`src/rtl/mem_port_arbiter_pkg.sv`:
```
// Shared types and constants for the memory port arbiter: FSM state
// encoding and the mem_sel encoding for the shared address/data mux.
package mem_port_arbiter_pkg;

    typedef enum logic [1:0] {
        IDLE   = 2'd0,
        BUSY_I = 2'd1,
        BUSY_D = 2'd2
    } arb_state_t;

    // mem_sel values: which requester currently owns the memory port
    localparam logic SEL_IF = 1'b0;
    localparam logic SEL_D  = 1'b1;

endpackage

```
`src/rtl/mem_port_arbiter_mux2.sv`:
```
// Parameterised 2:1 mux, one bit slice per generate iteration.
// sel = 0 passes a, sel = 1 passes b.
module mem_port_arbiter_mux2 #(
    parameter int unsigned WIDTH = 32
) (
    input  logic             sel,
    input  logic [WIDTH-1:0] a,
    input  logic [WIDTH-1:0] b,
    output logic [WIDTH-1:0] y
);

    genvar gi;
    generate
        for (gi = 0; gi < WIDTH; gi++) begin : g_bit
            assign y[gi] = sel ? b[gi] : a[gi];
        end
    endgenerate

endmodule

```
`src/rtl/mem_port_arbiter.sv`:
```
// Arbitrates the CPU's single memory port between instruction fetch (IF)
// and the MEM-stage data requester. Data wins by default; a starvation
// counter forces a fetch after STARVE_LIMIT consecutive data grants while a
// fetch is waiting. All memory-side outputs are registered and held stable
// for the whole access. if_flush cancels the fetch result, never the
// memory transaction itself.
module mem_port_arbiter
    import mem_port_arbiter_pkg::*;
#(
    parameter int unsigned ADDR_W       = 32,
    parameter int unsigned DATA_W       = 32,
    parameter int unsigned STARVE_LIMIT = 4
) (
    input  logic                clk,
    input  logic                rst_n,
    // instruction fetch side
    input  logic                if_req,
    input  logic [ADDR_W-1:0]   if_addr,
    input  logic                if_flush,
    output logic                if_ack,
    output logic [DATA_W-1:0]   if_rdata,
    // data access side
    input  logic                d_req,
    input  logic                d_we,
    input  logic [ADDR_W-1:0]   d_addr,
    input  logic [DATA_W-1:0]   d_wdata,
    input  logic [DATA_W/8-1:0] d_be,
    output logic                d_ack,
    output logic [DATA_W-1:0]   d_rdata,
    // external memory port
    output logic                mem_req,
    output logic                mem_we,
    output logic [ADDR_W-1:0]   mem_addr,
    output logic [DATA_W-1:0]   mem_wdata,
    output logic [DATA_W/8-1:0] mem_be,
    input  logic                mem_ready,
    input  logic [DATA_W-1:0]   mem_rdata,
    output logic                mem_sel
);

    localparam int unsigned         BE_W  = DATA_W / 8;
    localparam int unsigned         CNT_W = $clog2(STARVE_LIMIT + 1);
    localparam logic [CNT_W-1:0]    LIMIT = CNT_W'(STARVE_LIMIT);

    arb_state_t          state_reg,      state_next;
    logic [CNT_W-1:0]    starve_cnt_reg, starve_cnt_next;
    logic                flush_pend_reg, flush_pend_next;
    logic                mem_req_reg,    mem_req_next;
    logic                mem_we_reg,     mem_we_next;
    logic [ADDR_W-1:0]   mem_addr_reg,   mem_addr_next;
    logic [DATA_W-1:0]   mem_wdata_reg,  mem_wdata_next;
    logic [BE_W-1:0]     mem_be_reg,     mem_be_next;
    logic                mem_sel_reg,    mem_sel_next;
    logic                if_ack_reg,     if_ack_next;
    logic [DATA_W-1:0]   if_rdata_reg,   if_rdata_next;
    logic                d_ack_reg,      d_ack_next;
    logic [DATA_W-1:0]   d_rdata_reg,    d_rdata_next;

    logic                grant_d;
    logic                grant_i;
    logic                addr_sel;
    logic [ADDR_W-1:0]   grant_addr;

    // IDLE arbitration: data first unless a waiting fetch has been starved
    always_comb begin
        grant_d = 1'b0;
        grant_i = 1'b0;
        if (state_reg == IDLE) begin
            grant_d = d_req && (!if_req || (starve_cnt_reg < LIMIT));
            grant_i = !grant_d && if_req && !if_flush;
        end
    end

    assign addr_sel = grant_d ? SEL_D : SEL_IF;

    // address capture path: picks the granted requester's address
    mem_port_arbiter_mux2 #(
        .WIDTH (ADDR_W)
    ) u_addr_mux (
        .sel (addr_sel),
        .a   (if_addr),
        .b   (d_addr),
        .y   (grant_addr)
    );

    // next-state and registered-output logic for the access sequencer
    always_comb begin
        state_next      = state_reg;
        starve_cnt_next = starve_cnt_reg;
        flush_pend_next = flush_pend_reg;
        mem_req_next    = mem_req_reg;
        mem_we_next     = mem_we_reg;
        mem_addr_next   = mem_addr_reg;
        mem_wdata_next  = mem_wdata_reg;
        mem_be_next     = mem_be_reg;
        mem_sel_next    = mem_sel_reg;
        if_ack_next     = 1'b0;
        if_rdata_next   = if_rdata_reg;
        d_ack_next      = 1'b0;
        d_rdata_next    = d_rdata_reg;

        case (state_reg)
            IDLE: begin
                flush_pend_next = 1'b0;
                if (grant_d) begin
                    state_next     = BUSY_D;
                    mem_req_next   = 1'b1;
                    mem_sel_next   = SEL_D;
                    mem_addr_next  = grant_addr;
                    mem_wdata_next = d_wdata;
                    mem_be_next    = d_be;
                    mem_we_next    = d_we;
                    // count data grants only while a fetch is actually waiting
                    if (!if_req) begin
                        starve_cnt_next = '0;
                    end else if (starve_cnt_reg != LIMIT) begin
                        starve_cnt_next = starve_cnt_reg + CNT_W'(1);
                    end
                end else if (grant_i) begin
                    state_next      = BUSY_I;
                    mem_req_next    = 1'b1;
                    mem_sel_next    = SEL_IF;
                    mem_addr_next   = grant_addr;
                    mem_wdata_next  = '0;
                    mem_be_next     = '1;   // fetches read the full word
                    mem_we_next     = 1'b0;
                    starve_cnt_next = '0;
                end else if (!if_req) begin
                    starve_cnt_next = '0;
                end
            end

            BUSY_I: begin
                if (if_flush) begin
                    flush_pend_next = 1'b1;
                end
                if (mem_ready) begin
                    state_next      = IDLE;
                    mem_req_next    = 1'b0;
                    flush_pend_next = 1'b0;
                    // a redirect during the access discards the fetched word
                    if (!flush_pend_reg && !if_flush) begin
                        if_rdata_next = mem_rdata;
                        if_ack_next   = 1'b1;
                    end
                end
            end

            BUSY_D: begin
                if (mem_ready) begin
                    state_next   = IDLE;
                    mem_req_next = 1'b0;
                    d_rdata_next = mem_rdata;
                    d_ack_next   = 1'b1;
                end
            end

            default: begin
                state_next   = IDLE;
                mem_req_next = 1'b0;
            end
        endcase
    end

    // state and output registers; reset abandons any in-flight access
    always_ff @(posedge clk or negedge rst_n) begin
        if (!rst_n) begin
            state_reg      <= IDLE;
            starve_cnt_reg <= '0;
            flush_pend_reg <= 1'b0;
            mem_req_reg    <= 1'b0;
            mem_we_reg     <= 1'b0;
            mem_addr_reg   <= '0;
            mem_wdata_reg  <= '0;
            mem_be_reg     <= '0;
            mem_sel_reg    <= SEL_IF;
            if_ack_reg     <= 1'b0;
            if_rdata_reg   <= '0;
            d_ack_reg      <= 1'b0;
            d_rdata_reg    <= '0;
        end else begin
            state_reg      <= state_next;
            starve_cnt_reg <= starve_cnt_next;
            flush_pend_reg <= flush_pend_next;
            mem_req_reg    <= mem_req_next;
            mem_we_reg     <= mem_we_next;
            mem_addr_reg   <= mem_addr_next;
            mem_wdata_reg  <= mem_wdata_next;
            mem_be_reg     <= mem_be_next;
            mem_sel_reg    <= mem_sel_next;
            if_ack_reg     <= if_ack_next;
            if_rdata_reg   <= if_rdata_next;
            d_ack_reg      <= d_ack_next;
            d_rdata_reg    <= d_rdata_next;
        end
    end

    assign mem_req   = mem_req_reg;
    assign mem_we    = mem_we_reg;
    assign mem_addr  = mem_addr_reg;
    assign mem_wdata = mem_wdata_reg;
    assign mem_be    = mem_be_reg;
    assign mem_sel   = mem_sel_reg;
    assign if_ack    = if_ack_reg;
    assign if_rdata  = if_rdata_reg;
    assign d_ack     = d_ack_reg;
    assign d_rdata   = d_rdata_reg;

endmodule

```
`config.mk`:
```
export PLATFORM = sky130hd
export DESIGN_NAME = mem_port_arbiter
export DESIGN_NICKNAME = d
export VERILOG_FILES = /design/src/rtl/mem_port_arbiter_pkg.sv /design/src/rtl/mem_port_arbiter_mux2.sv /design/src/rtl/mem_port_arbiter.sv
export SDC_FILE = /design/constraint.sdc
export NUM_CORES = 1
export LEC_CHECK = 0
export BUFFER_PORTS_ARGS = -buffer_cell sky130_fd_sc_hd__buf_4
export CORE_ASPECT_RATIO = 1.1
export CORE_MARGIN = 2
export CORE_UTILIZATION = 39
export CTS_BUF_LIST = sky130_fd_sc_hd__clkbuf_4
export CTS_CLUSTER_DIAMETER = 150
export DETAILED_ROUTE_END_ITERATION = 12
export HOLD_SLACK_MARGIN = 0.05
export PLACE_DENSITY_LB_ADDON = 0.1
export SLEW_MARGIN = 5
export SYNTH_ARGS = -nofsm -noshare
export SYNTH_HDL_FRONTEND = slang
export SYNTH_SLANG_ARGS = --single-unit
```
`constraint.sdc`:
```
create_clock -name clk -period 1.95 [get_ports clk]
set_clock_uncertainty 0.1 [all_clocks]
set_input_delay 0.0975 -clock clk [delete_from_list [all_inputs] [get_ports clk]]
set_output_delay 0.0975 -clock clk [all_outputs]
set_load 0.05 [all_outputs]
```
## Yosys cells after proc, flatten, opt, wreduce, memory -nomap -nowiden

Index checks and enable logic that the tools add are counted.

| word-level totals | value |
|---|---|
| input port bits | 139 |
| output and inout bits | 137 |
| flip-flop bits (word level) | 143 |
| logic and storage cells | 107 |

| cells by class | value |
|---|---|
| reduce and logical (&&, ||, !) cells | 19 |
| order comparisons | 1 |
| equal/unequal tests | 8 |
| add/subtract/negate cells | 1 |
| multiplexer cells | 65 |

Operators with widths:

| operator | count |
|---|---|
| 2-to-1 mux 32 bit | 4 |
| 2-to-1 mux 1 bit | 48 |
| 2-to-1 mux 3 bit | 5 |
| inequality test 3 bit, second input constant | 3 |
| 2-to-1 mux 4 bit | 2 |
| AND reduction 2 bit | 4 |
| 2-to-1 mux 2 bit | 3 |
| AND reduction 3 bit | 2 |
| logical AND 1 bit | 4 |
| logical NOT 1 bit | 4 |
| case mux 1 bit (2 select lines) | 2 |
| case mux 2 bit (2 select lines) | 1 |
| nonzero test 2 bit | 2 |
| adder 3 x 1 -> 3 bit, second input constant | 1 |
| less-than comparator 3 bit, second input constant | 1 |
| inequality test 3 x 1 -> 1 bit, second input constant | 1 |
| inequality test 3 x 2 -> 1 bit, second input constant | 1 |
| equality test 2 x 1 -> 1 bit, second input constant | 1 |
| equality test 2 bit, second input constant | 1 |
| logical NOT 2 bit | 1 |
| inequality test 2 x 1 -> 1 bit, second input constant | 1 |
| OR reduction 2 bit | 1 |
| logical OR 1 bit | 1 |

## Logic depth before layout (Yosys ltp)

| depth | value |
|---|---|
| word-level depth | 10 |
| mapped depth | 8 |
| depth with buffers taken out | 5 |

## Hierarchy

From an unflattened synthesis, not the netlist that was laid out.

| second synthesis, totals | value |
|---|---|
| cells, all modules | 373 |
| area total of the unflattened synthesis | 5941.9 um^2 |

Modules (own cells, without submodules):

| module | times used | seq. area each (um^2) | area each (um^2) | cells each |
|---|---|---|---|---|
| mem_port_arbiter | 1 | 3578.4 | 5397.7 | 337 |
| mem_port_arbiter_mux2 | 1 | 0.0 | 544.3 | 36 |

## Least setup slack after synthesis

No wires, ideal clock.

| timing path | value |
|---|---|
| path kind | reg2reg |
| start | reg state_reg[1] |
| end | reg mem_addr_reg[10], in the netlist mem_addr[10] |
| path buffers | 3 |
| period minus slack after synthesis | 1833 ps |
| stages on the path, launching flop included | 9 |
| setup slack | 117 ps |
| setup time | 126 ps |
| data required time | 1724 ps |
| arrival | 1607 ps |
| cells stage by stage | dfrtp_1 > inv_1 > ha_1 > buf_2 > and3b_4 > buf_6 > buf_6 > a22o_1 > a221o_1 |

| on the way | value |
|---|---|
| cells in the longest elaborated chain, start to end | 6 |
| elaborated cells between the ends (all ways) | 9 |
| those cells by class | mux: 6; reduce/logical: 3 |

RTL lines:

| element | RTL line | RTL |
|---|---|---|
| start: declaration | mem_port_arbiter.sv:45 | `arb_state_t state_reg, state_next;` |
| start signal: assignment | mem_port_arbiter.sv:182 | `state_reg <= state_next;` |
| logical NOT 2 bit * | mem_port_arbiter.sv:68, mem_port_arbiter.sv:102 |  |
| 2-to-1 mux 1 bit | mem_port_arbiter.sv:68 | `if (state_reg == IDLE) begin` |
| 2-to-1 mux 1 bit | mem_port_arbiter.sv:74 | `assign addr_sel = grant_d ? SEL_D : SEL_IF;` |
| 2-to-1 mux 1 bit | mem_port_arbiter_mux2.sv:15 | `assign y[gi] = sel ? b[gi] : a[gi];` |
| 2-to-1 mux 32 bit | mem_port_arbiter.sv:119 | `end else if (grant_i) begin` |
| 2-to-1 mux 32 bit | mem_port_arbiter.sv:105 | `if (grant_d) begin` |
| end signal: assignment | mem_port_arbiter.sv:187 | `mem_addr_reg <= mem_addr_next;` |
| end: declaration | mem_port_arbiter.sv:50 | `logic [ADDR_W-1:0] mem_addr_reg, mem_addr_next;` |

Mark *: on every way between the ends. The rest lies on a longest branch, timed or not. The select of a mux whose other input is x is not followed.
A chain may end at the register's enable or synchronous reset.

## Worst setup path in the final report

| timing path | value |
|---|---|
| start | reg state_reg[1] |
| end | reg mem_wdata_reg[15], in the netlist mem_wdata[15] |

| on the way | value |
|---|---|
| cells in the longest elaborated chain, start to end | 4 |
| elaborated cells between the ends (all ways) | 6 |
| those cells by class | mux: 3; reduce/logical: 3 |

RTL lines:

| element | RTL line | RTL |
|---|---|---|
| logical NOT 2 bit * | mem_port_arbiter.sv:68, mem_port_arbiter.sv:102 |  |
| 2-to-1 mux 1 bit | mem_port_arbiter.sv:68 |  |
| nonzero test 2 bit (no source line) | n/a |  |
| AND reduction 2 bit (no source line) | n/a |  |
| end signal: assignment | mem_port_arbiter.sv:188 | `mem_wdata_reg <= mem_wdata_next;` |
| end: declaration | mem_port_arbiter.sv:51 | `logic [DATA_W-1:0] mem_wdata_reg, mem_wdata_next;` |

Mark *: on every way between the ends. The rest lies on a longest branch, timed or not.

==> results.py <==
metrics = {
    "yosys": {
        "synth.distinct_cells": 31,
        "syn-cell-area_um2": 5950,
        "synth_area_per_cell_um2": 14.1,
        "synth_warnings": 0,
        "seq_area_frac_synth": 0.602,
        "ys_ff_latch": 143,
        "syn-num-nets": 567,
        "synthCells": 423,
    },
    "finish": {
        "drive_gt1_frac": 0.427,
        "mostFrequentLayoutCell": "buf_4",
        "fin_util": 0.671,
        "final_cell_mix": "buf_4 (279), dfrtp_1 (143), dlygate4sd3_1 (139), a22o_1 (67), mux2_2 (35)",
        "layoutNonFillerInstCount": 1044,
        "final_nets": 980,
        "areaGrowthSynthToFinish_pct": 69.2,
    },
    "critical_path": {
        "critPathKind": "reg -> reg",
        "cpPeakStageDelay_ps": 430,
        "startpoint": "state_reg[1]$_DFFE_PN0P_",
        "worstSetupStartpointType": "flop",
        "reg2reg_depth": 7,
        "crit_required_ps": 2240,
        "path_cells": "inv_1, ha_4, and3b_4, a21oi_4, buf_12, buf_12, a22o_1",
        "critPathMostFrequentCell": "buf_12",
        "arrival_ps": 2140,
        "cp-end-kind": "flop",
        "regToRegStartpoint": "state_reg[1]$_DFFE_PN0P_",
        "cp_slowest_cell": "dfrtp_1",
        "cp_max_fo": 30,
        "timing.rr.end": "mem_wdata[15]$_DFFE_PN0P_",
        "reg2reg_setup_slack_ps": 100,
    },
    "floorplanning": {
        "fp.dieW_um": 122,
        "coreArea_um2": 15000,
        "die_area_um2": 16300,
        "die_h_um": 134,
        "start_util": 0.397,
        "row_count": 47,
        "ios": 276,
    },
    "detailed_routing": {
        "drtPass1Iterations": 4,
        "vias": 5308,
        "ant_nets": 0,
        "wire_per_inst_um": 17.2,
        "routed_wl_um": 17900,
        "remaining_drc_errors": 0,
        "initialDrtViolationCount": 250,
        "vias_per_cell": 5.08,
    },
    "clock_tree": {
        "cts_max_level": 4,
        "clk_latency_ps": 510,
        "cts-root-buf": "clkbuf_4",
        "clock-sinks": 143,
        "clk_pin_slew_ps": 140,
        "cts_tree": "yes",
        "clockBufferDepth": 2,
        "cts_made_buffers": 17,
    },
    "placed_design": {
        "dp_hpwl_um": 11900,
        "dp_cells": 872,
        "io_buffers": 275,
        "place_congestion": 0.764,
    },
    "timing": {
        "max-slew-margin-rel": 0.603,
        "slew_viol_final": 0,
        "hold_violations": 0,
        "whs_ps": 238,
        "finalSetupViolations": 0,
        "tightest_slew_ps": 595,
        "period_needed_ps": 1850,
        "fin_crit_sh": 0.951,
        "rsz0062_at_grt": "no",
        "fmax_ghz": 0.539,
        "setup-tns-final_ps": 0,
    },
    "min_path": {
        "whs_endpoint": "mem_addr[6]$_DFFE_PN0P_",
        "whs_path_depth": 3,
        "hold_class": "in -> reg",
        "min_from": "d_addr[6]",
    },
    "pwr": {
        "p_total_mw": 18.7,
        "peakVddDrop_uv": 817,
        "powerDensity_nw_per_um2": 1850,
        "p_leak_nw": 4.99,
    },
    "global_routing": {
        "antenna_found_initial": 1,
        "grt-ovfl-total": 0,
        "grt_max_degree": 63,
        "grt_pass1_vias": 5680,
        "grt.total_usage": 0.220,
        "grt_pass1_wl_um": 28300,
    },
    "run": {
        "cap_violations": 0,
    },
    "outcome": {
        "outcome": "finished clean",
    },
}
## power by group
| group | leakage (nW) | switching (mW) | internal, mW |
|---|---|---|---|
| clock network | 0.178 | 1.10 | 1.14 |
| registers | 1.76 | 0.862 | 4.40 |
| logic | 3.05 | 7.24 | 3.91 |
## area by class of cell
type / count / area [µm²]
Antenna cell: 1 / 2.50
Clock buffer: 17 / 128
Clock inverter: 13 / 211
Fill cell: 1060 / 4930
Inverter: 7 / 26.3
Multi-Input combinational cell: 237 / 2150
Sequential cell: 143 / 3580
Tap cell: 196 / 245
Timing Repair Buffer: 430 / 3720
## cell families (layout without fill, tap and decap cells)
logic type	after synthesis	count (layout)	share of synthesized area
mux	65	65	0.123
flops	143	143	0.602
buf+inv	43	467	0.0402
simple gates	51	51	0.0501
fa+ha+maj	5	5	0.0105
other cells	0	1	0
compound gates	116	116	0.175
## worst max-delay path by stage
stage,end,slack (ps)
2_1_floorplan,mem_addr[10]$_DFFE_PN0P_,120
3_3_place_gp,mem_addr[7]$_DFFE_PN0P_,110
3_5_place_dp,mem_addr[22]$_DFFE_PN0P_,50
4_1_cts,mem_wdata[15]$_DFFE_PN0P_,20
5_1_grt,mem_wdata[20]$_DFFE_PN0P_,40
6_report,mem_wdata[15]$_DFFE_PN0P_,100
## synth_stat cells
master | number | share of area
nand3b_1 | 1 | 0.0013
mux2i_1 | 1 | 0.0017
buf_6 | 7 | 0.013
buf_4 | 1 | 0.0013
a21oi_2 | 1 | 0.0015
and3b_4 | 1 | 0.0021
a221o_1 | 32 | 0.054
o22a_1 | 5 | 0.0074
ha_1 | 5 | 0.011
nand2b_1 | 2 | 0.0021
inv_1 | 7 | 0.0044
a21oi_1 | 2 | 0.0017
a22o_1 | 67 | 0.099
nor2_1 | 4 | 0.0025
a21boi_4 | 1 | 0.0032
o21ai_0 | 3 | 0.0025
dfrtp_1 | 143 | 0.60
a2bb2oi_1 | 1 | 0.0015
and3_1 | 33 | 0.035
nand2_1 | 7 | 0.0044
a21bo_2 | 1 | 0.0017
o21ai_1 | 1 | 0.00084
mux2_1 | 29 | 0.055
nand3_1 | 1 | 0.00084
mux2_2 | 35 | 0.066
buf_2 | 17 | 0.014
clkbuf_1 | 10 | 0.0063
buf_1 | 1 | 0.00063
nor2b_1 | 2 | 0.0021
a31oi_1 | 1 | 0.0011
o22ai_1 | 1 | 0.0011
## stage by stage
step	worst slack, ps	cell area [µm²]
final	96.1	10100
after global routing	37.8	10100
after CTS	17.8	10000
after detailed placement	54.8	8290
after global placement	114	8290
after floorplan	117	5950
## critical path, delay by kind of cell (launching register included)
kind / cells / cell delay [ps]
compound gates: 2 / 240
flops: 1 / 430
simple gates: 1 / 270
buf+inv: 3 / 470
fa+ha+maj: 1 / 200
## what timing repair did
action / 4_1_cts / 5_1_grt
hold buffers: 139 / 0
buffers inserted: 0 / 1
endpoints found under the setup margin: 0 / 65
gates resized for setup: 0 / 2
hold endpoints to repair: 286 / 0
## per-layer routing
layer / share of wire / global-route usage / vias to the layer above
met5: 0 / 0 / -
met4: 0.019 / 0.0651 / 0
met3: 0.063 / 0.0539 / 25
met2: 0.53 / 0.398 / 207
met1: 0.39 / 0.256 / 2640
li1: - / - / 2436
No activity file was read; power rests on OpenSTA's default activity.
